--- src/rtl/nr_divider_param.sv ---
// ---------------------------------------------------------------------------
// nr_divider_param
//
// Sequential non-restoring divider with a width parameter, optional
// two's-complement operands, divide-by-zero detection and busy/done
// handshaking. One quotient bit is produced per clock. The block also counts
// the add and subtract operations used for each division.
//
// Parameters
//   W   operand / result width
//   CW  width of the iteration count, the m input and the op counters
//
// Ports
//   clk          clock, rising edge
//   rst_n        asynchronous active-low reset
//   start        request, sampled only while idle
//   sgn          0 = unsigned operands, 1 = two's-complement operands
//   dividend     dividend
//   divisor      divisor
//   m            significant dividend bit-length / iteration count
//                (0 or > W means W)
//   busy         high while a division is in progress
//   done         one-cycle pulse when q/rem/num_add/num_sub are valid
//   q            quotient (all ones on divide-by-zero)
//   rem          remainder, carries the dividend's sign (raw dividend on
//                divide-by-zero)
//   num_add      additions performed, including the final correction
//   num_sub      subtractions performed
//   div_by_zero  set when the accepted divisor was zero
// ---------------------------------------------------------------------------
module nr_divider_param #(
  parameter int W  = 32,
  parameter int CW = $clog2(W + 2)
) (
  input  logic          clk,
  input  logic          rst_n,
  input  logic          start,
  input  logic          sgn,
  input  logic [W-1:0]  dividend,
  input  logic [W-1:0]  divisor,
  input  logic [CW-1:0] m,
  output logic          busy,
  output logic          done,
  output logic [W-1:0]  q,
  output logic [W-1:0]  rem,
  output logic [CW-1:0] num_add,
  output logic [CW-1:0] num_sub,
  output logic          div_by_zero
);

  localparam logic [CW-1:0] W_CW = CW'(W);

  typedef enum logic [1:0] {
    IDLE = 2'd0,
    RUN  = 2'd1,
    FIX  = 2'd2
  } state_t;

  state_t state_reg, state_next;

  // Dividend magnitude, pre-aligned so that bit m-1 sits at the MSB; it is
  // shifted left once per iteration, so the MSB is always the next bit to
  // bring into the partial remainder. The alignment also drops the bits at
  // and above position m.
  logic [W-1:0]  num_reg;
  logic [W-1:0]  den_reg;
  logic [W-1:0]  dividend_raw_reg;
  logic [W-1:0]  quo_reg;
  // Partial remainder, two's complement, W+2 bits so that |A| < 2D always fits.
  logic [W+1:0]  a_reg;
  logic [CW-1:0] iter_reg;
  logic [CW-1:0] add_cnt_reg;
  logic [CW-1:0] sub_cnt_reg;
  logic          q_sign_reg;
  logic          r_sign_reg;

  // ---------------------------------------------------------------------
  // Operand preparation for accept
  // ---------------------------------------------------------------------
  logic [CW-1:0] m_eff;
  logic [CW-1:0] align_shamt;
  logic          dividend_neg;
  logic          divisor_neg;
  logic [W-1:0]  dividend_mag;
  logic [W-1:0]  divisor_mag;
  logic          divisor_zero;

  assign m_eff        = ((m == '0) || (m > W_CW)) ? W_CW : m;
  assign align_shamt  = W_CW - m_eff;
  assign dividend_neg = sgn & dividend[W-1];
  assign divisor_neg  = sgn & divisor[W-1];
  // The most negative value negates to itself, which read as unsigned is
  // exactly the required magnitude 2^(W-1).
  assign dividend_mag = dividend_neg ? (~dividend + 1'b1) : dividend;
  assign divisor_mag  = divisor_neg  ? (~divisor  + 1'b1) : divisor;
  assign divisor_zero = (divisor == '0);

  // ---------------------------------------------------------------------
  // Iteration and correction arithmetic
  // ---------------------------------------------------------------------
  logic [W+1:0]  den_ext;
  logic [W+1:0]  a_shift;
  logic [W+1:0]  a_step;
  logic [W+1:0]  a_fix;
  logic [CW-1:0] add_fix;
  logic [W-1:0]  quo_signed;
  logic [W-1:0]  rem_signed;

  assign den_ext = {2'b00, den_reg};
  assign a_shift = {a_reg[W:0], num_reg[W-1]};
  // Sign of the previous A selects subtract (A >= 0) or add (A < 0).
  assign a_step  = a_reg[W+1] ? (a_shift + den_ext) : (a_shift - den_ext);

  // A negative final remainder is pulled back into [0, D) by one add.
  assign a_fix   = a_reg[W+1] ? (a_reg + den_ext) : a_reg;
  assign add_fix = add_cnt_reg + {{(CW-1){1'b0}}, a_reg[W+1]};

  // Truncating division: quotient sign is the XOR of the operand signs,
  // remainder follows the dividend.
  assign quo_signed = q_sign_reg ? (~quo_reg + 1'b1) : quo_reg;
  assign rem_signed = r_sign_reg ? (~a_fix[W-1:0] + 1'b1) : a_fix[W-1:0];

  assign busy = (state_reg != IDLE);

  // ---------------------------------------------------------------------
  // FSM
  // ---------------------------------------------------------------------
  always_ff @(posedge clk or negedge rst_n) begin
    if (!rst_n) begin
      state_reg <= IDLE;
    end else begin
      state_reg <= state_next;
    end
  end

  always_comb begin
    state_next = state_reg;
    case (state_reg)
      IDLE: begin
        if (start) begin
          state_next = divisor_zero ? FIX : RUN;
        end
      end
      RUN: begin
        // iter_reg holds the iterations still to do, including this one.
        if (iter_reg == {{(CW-1){1'b0}}, 1'b1}) begin
          state_next = FIX;
        end
      end
      FIX: begin
        state_next = IDLE;
      end
      default: begin
        state_next = IDLE;
      end
    endcase
  end

  // ---------------------------------------------------------------------
  // Datapath and result registers
  // ---------------------------------------------------------------------
  always_ff @(posedge clk or negedge rst_n) begin
    if (!rst_n) begin
      num_reg          <= '0;
      den_reg          <= '0;
      dividend_raw_reg <= '0;
      quo_reg          <= '0;
      a_reg            <= '0;
      iter_reg         <= '0;
      add_cnt_reg      <= '0;
      sub_cnt_reg      <= '0;
      q_sign_reg       <= 1'b0;
      r_sign_reg       <= 1'b0;
      done             <= 1'b0;
      q                <= '0;
      rem              <= '0;
      num_add          <= '0;
      num_sub          <= '0;
      div_by_zero      <= 1'b0;
    end else begin
      done <= (state_reg == FIX);
      case (state_reg)
        IDLE: begin
          if (start) begin
            num_reg          <= dividend_mag << align_shamt;
            den_reg          <= divisor_mag;
            dividend_raw_reg <= dividend;
            q_sign_reg       <= dividend_neg ^ divisor_neg;
            r_sign_reg       <= dividend_neg;
            iter_reg         <= m_eff;
            a_reg            <= '0;
            quo_reg          <= '0;
            add_cnt_reg      <= '0;
            sub_cnt_reg      <= '0;
            div_by_zero      <= divisor_zero;
          end
        end
        RUN: begin
          a_reg    <= a_step;
          num_reg  <= num_reg << 1;
          quo_reg  <= {quo_reg[W-2:0], ~a_step[W+1]};
          iter_reg <= iter_reg - 1'b1;
          if (a_reg[W+1]) begin
            add_cnt_reg <= add_cnt_reg + 1'b1;
          end else begin
            sub_cnt_reg <= sub_cnt_reg + 1'b1;
          end
        end
        FIX: begin
          a_reg <= a_fix;
          if (div_by_zero) begin
            q       <= '1;
            rem     <= dividend_raw_reg;
            num_add <= '0;
            num_sub <= '0;
          end else begin
            q       <= quo_signed;
            rem     <= rem_signed;
            num_add <= add_fix;
            num_sub <= sub_cnt_reg;
          end
        end
        default: begin
        end
      endcase
    end
  end

endmodule

--- config.mk ---
export PLATFORM = sky130hd
export DESIGN_NAME = nr_divider_param
export DESIGN_NICKNAME = d
export VERILOG_FILES = /design/src/rtl/nr_divider_param.sv
export SDC_FILE = /design/constraint.sdc
export NUM_CORES = 1
export LEC_CHECK = 0
export ABC_AREA = 0
export BUFFER_PORTS_ARGS = -buffer_cell sky130_fd_sc_hd__buf_2
export CORE_ASPECT_RATIO = 0.9
export CORE_MARGIN = 5
export CORE_UTILIZATION = 55
export CTS_CLUSTER_SIZE = 28
export DETAILED_ROUTE_END_ITERATION = 10
export PLACE_DENSITY = 0.77
export SLEW_MARGIN = 20
export SYNTH_ARGS = -nofsm -noshare
export SYNTH_HDL_FRONTEND = slang
export SYNTH_SLANG_ARGS = --single-unit
--- constraint.sdc ---
create_clock -name clk -period 5.5 [get_ports clk]
set_input_delay 1.1 -clock clk [delete_from_list [all_inputs] [get_ports clk]]
set_output_delay 1.1 -clock clk [all_outputs]
set_load 0.01 [all_outputs]
==> flow_metrics.py <==
metrics = {
    "timing": {
        "min_period_over_period_pct": 84.2,
        "period_minus_slack_ns": 4.63,
        "hold_viol_final": 0,
        "drv_slew": 0,
        "finalSetupViolCount": 0,
        "rsz0062_at_grt": "no",
        "slew_headroom_pct": 28.3,
        "worstMarginPinSlew_ns": 1.07,
        "fin_tns_setup_ns": 0,
        "clock_skew_ns": 0.0236,
        "max_freq_ghz": 0.216,
    },
    "yosys": {
        "synth_edf_count": 0,
        "syn_area_mm2": 0.0194,
        "synthTopCellsByArea": "dfrtp_1, a21oi_1, ha_1",
        "yosysUniqueCellTypes": 91,
        "seq_area_frac_synth_pct": 33.9,
        "synth_fp_nets": 2451,
        "avgSynthCellArea_um2": 8.44,
        "ys_warn_count": 0,
        "ys_seq_elements": 262,
        "synth_cells": 2294,
        "synth_top_area_share_pct": 33.9,
        "synth_top_cell_by_area": "dfrtp_1",
        "synth_flop_cell": "dfrtp_1",
        "async_reset_ff_share_pct": 100,
    },
    "power": {
        "power_switching_mw": 6.73,
        "ir_drop_mv": 0.355,
        "seq_power_share_pct": 25.2,
        "p_per_area_mw_per_mm2": 643,
        "pwr-share-comb_pct": 59.5,
        "clkPwrFrac_pct": 15.3,
        "switching_share_pct": 48.6,
        "leakage_nw": 9.72,
        "power.internal_mw": 7.11,
        "finalPower_mw": 13.8,
    },
    "floorplan": {
        "core-area_mm2": 0.0349,
        "rows": 65,
        "fp.dieW_um": 208,
        "start_util_pct": 55.5,
        "die_height_um": 188,
        "pin_count": 153,
        "die_area_mm2": 0.0391,
    },
    "worst_setup_path": {
        "path_class": "reg2reg",
        "cp_slowest_cell": "nor3_1",
        "worst-endpoint-required_ns": 5.97,
        "crit_chain": "inv_1 -> ha_1 -> nand2_1 -> nor3_1 -> nand2_1 -> nor2_1 -> a21oi_1 -> xnor2_1 -> ha_1 -> a21o_1 -> a21o_1 -> a21oi_1 -> o21ai_0 -> a221o_1 -> a21oi_1 -> o211ai_1 -> a31oi_1 -> o21bai_1 -> xnor2_1 -> a22o_1",
        "cp_max_fo": 6,
        "cp_slowest_stage_delay_ns": 0.52,
        "arrival_ns": 5.10,
        "r2r-start": "den_reg[1]",
        "endpoint_kind": "flop",
        "cpMostUsedCell": "a21oi_1",
        "reg2reg_depth": 20,
        "critPathLaunchType": "flop",
        "reg2reg_to": "quo_reg[0]",
        "regToRegSetupSlack_ns": 0.87,
    },
    "clock_network": {
        "cts_setup_buffers": 0,
        "clk_path_buf_depth": 3,
        "cts_buffers": 29,
        "cts_resized": 0,
        "clockRootBuffer": "clkbuf_16",
        "path_clk_slew_ns": 0.06,
        "cts_tree": "yes",
        "cts.sinks": 262,
        "cts_hold_repair.buffers": 0,
        "clk-insertion-delay-late_ns": 0.59,
        "h-tree-depth": 1,
    },
    "min_path": {
        "min_path_cells": 1,
        "hp-class": "reg2reg",
        "hold_start": "num_sub[2]",
        "whs_endpoint": "num_sub[2]",
    },
    "placed_design": {
        "place_area_mm2": 0.0205,
        "gp_congestion": 0.976,
        "port-buffer-count": 152,
        "place_hpwl_mm": 42.1,
    },
    "grt": {
        "first_global_vias": 17000,
        "antenna_found_initial": 1,
        "overflow": 0,
        "grt_max_degree": 111,
        "grt_pass1_wl_mm": 91.6,
        "grtUsageTotal_pct": 28.1,
    },
    "detailed_routing": {
        "avgRoutedWirePerCell_um": 19.9,
        "dr.pass1.iters": 7,
        "drc": 0,
        "via_count": 18000,
        "postRouteAntennaNets": 0,
        "drt_iter0_drc": 1748,
        "finalWirelength_mm": 57.1,
        "viasPerCell": 6.27,
    },
    "layout": {
        "final_area_mm2": 0.0215,
        "syn2layout_area_growth_pct": 11.2,
        "antennaDiodeCount": 0,
        "layout_common_cells": "dfrtp_1, nand2_1, a21oi_1, nor2_1, o21ai_0",
        "largest_reg_flops": 34,
        "final_net_count": 2534,
        "final_common_cell": "dfrtp_1",
        "drive_above_1_share_pct": 13.0,
    },
    "job": {
        "maxCapViolations": 0,
    },
    "status": {
        "outcome": "complete, no violations",
    },
}
[Yosys cell counts, types with 17 or more instances]
library cell	n
mux2i_1	62
nand3_1	40
dfrtp_1	262
ha_1	81
nor2b_1	17
a21o_1	32
clkbuf_1	106
nor2_1	213
inv_1	53
or3_1	27
a22oi_1	34
nand2b_1	29
a22o_1	40
and3_1	20
nand2_1	231
xnor2_1	93
o211ai_1	19
a31oi_1	31
a21oi_1	219
buf_1	17
o21ai_0	192
o31ai_1	22
nor3_1	45
xor2_1	107
mux2_2	42
[how the worst max path moves through the flow]
| stage | from | to | depth (start not counted) |
|---|---|---|---|
| CTS | den_reg[1] | quo_reg[0] | 20 |
| detailed placement | den_reg[1] | quo_reg[0] | 20 |
| global placement | den_reg[1] | quo_reg[0] | 20 |
| global route | den_reg[1] | a_reg[30] | 20 |
| floorplan | a_reg[33] | a_reg[25] | 20 |
| finish | den_reg[1] | quo_reg[0] | 20 |
[kinds of logic (layout without fill, tap and decap cells)]
| kind of cell | after synthesis | count (layout) | synth area share [%] |
|---|---|---|---|
| simple gates | 714 | 714 | 17.5 |
| buf+inv | 183 | 289 | 3.63 |
| xor+xnor | 200 | 200 | 9.05 |
| mux | 105 | 105 | 5.77 |
| flops | 262 | 262 | 33.9 |
| fa+ha+maj | 83 | 83 | 5.44 |
| compound gates | 747 | 747 | 24.7 |
[per-stage QoR]
stage | hold WS [ns] | std cells | setup WS, ns | utilization, %
2_1_floorplan | 0.450 | 2294 | 0.598 | -
3_3_place_gp | 0.468 | 2815 | 1.11 | 58.7
3_5_place_dp | 0.471 | 2815 | 0.964 | 58.7
4_1_cts | 0.488 | 2869 | 0.949 | 61.7
5_1_grt | 0.509 | 2869 | 0.560 | 61.7
6_report | 0.483 | 2869 | 0.870 | 61.7
[critical path: cells and delay by family, from the launching register on]
family,cells,cell delay (ns)
AO/OA/AOI/OAI,11,2.12
adder cells (fa/ha/maj),2,0.57
XOR/XNOR,2,0.29
flip-flops,1,0.42
buffers and inverters,1,0.15
AND/OR/NAND/NOR,4,1.00
[power groups by stage]
stage                     registers (mW)  clock network (mW)  logic, mW
after floorplan                     3.26                   0       6.10
after global placement              3.46                   0       7.90
after detailed placement            3.48                   0       8.06
after CTS                           3.46                2.14       8.15
after global routing                3.57                2.23       9.12
final                               3.48                2.12       8.24
[final cells by class]
| cell class | instances | area, um^2 |
|---|---|---|
| Tap cell | 469 | 587 |
| Timing Repair Buffer | 180 | 993 |
| Sequential cell | 262 | 6560 |
| Clock inverter | 16 | 241 |
| Inverter | 55 | 206 |
| Clock buffer | 38 | 790 |
| Multi-Input combinational cell | 1849 | 12100 |
| Fill cell | 3030 | 13400 |
[routing by layer]
metal	track usage, %	vias up	part of all wire, %
li1	-	8566	-
met1	39.2	8570	44
met2	44.2	712	45
met3	4.60	139	6.6
met4	10.7	2	4.2
met5	0	-	0.023
No activity file was read; power rests on OpenSTA's default activity.
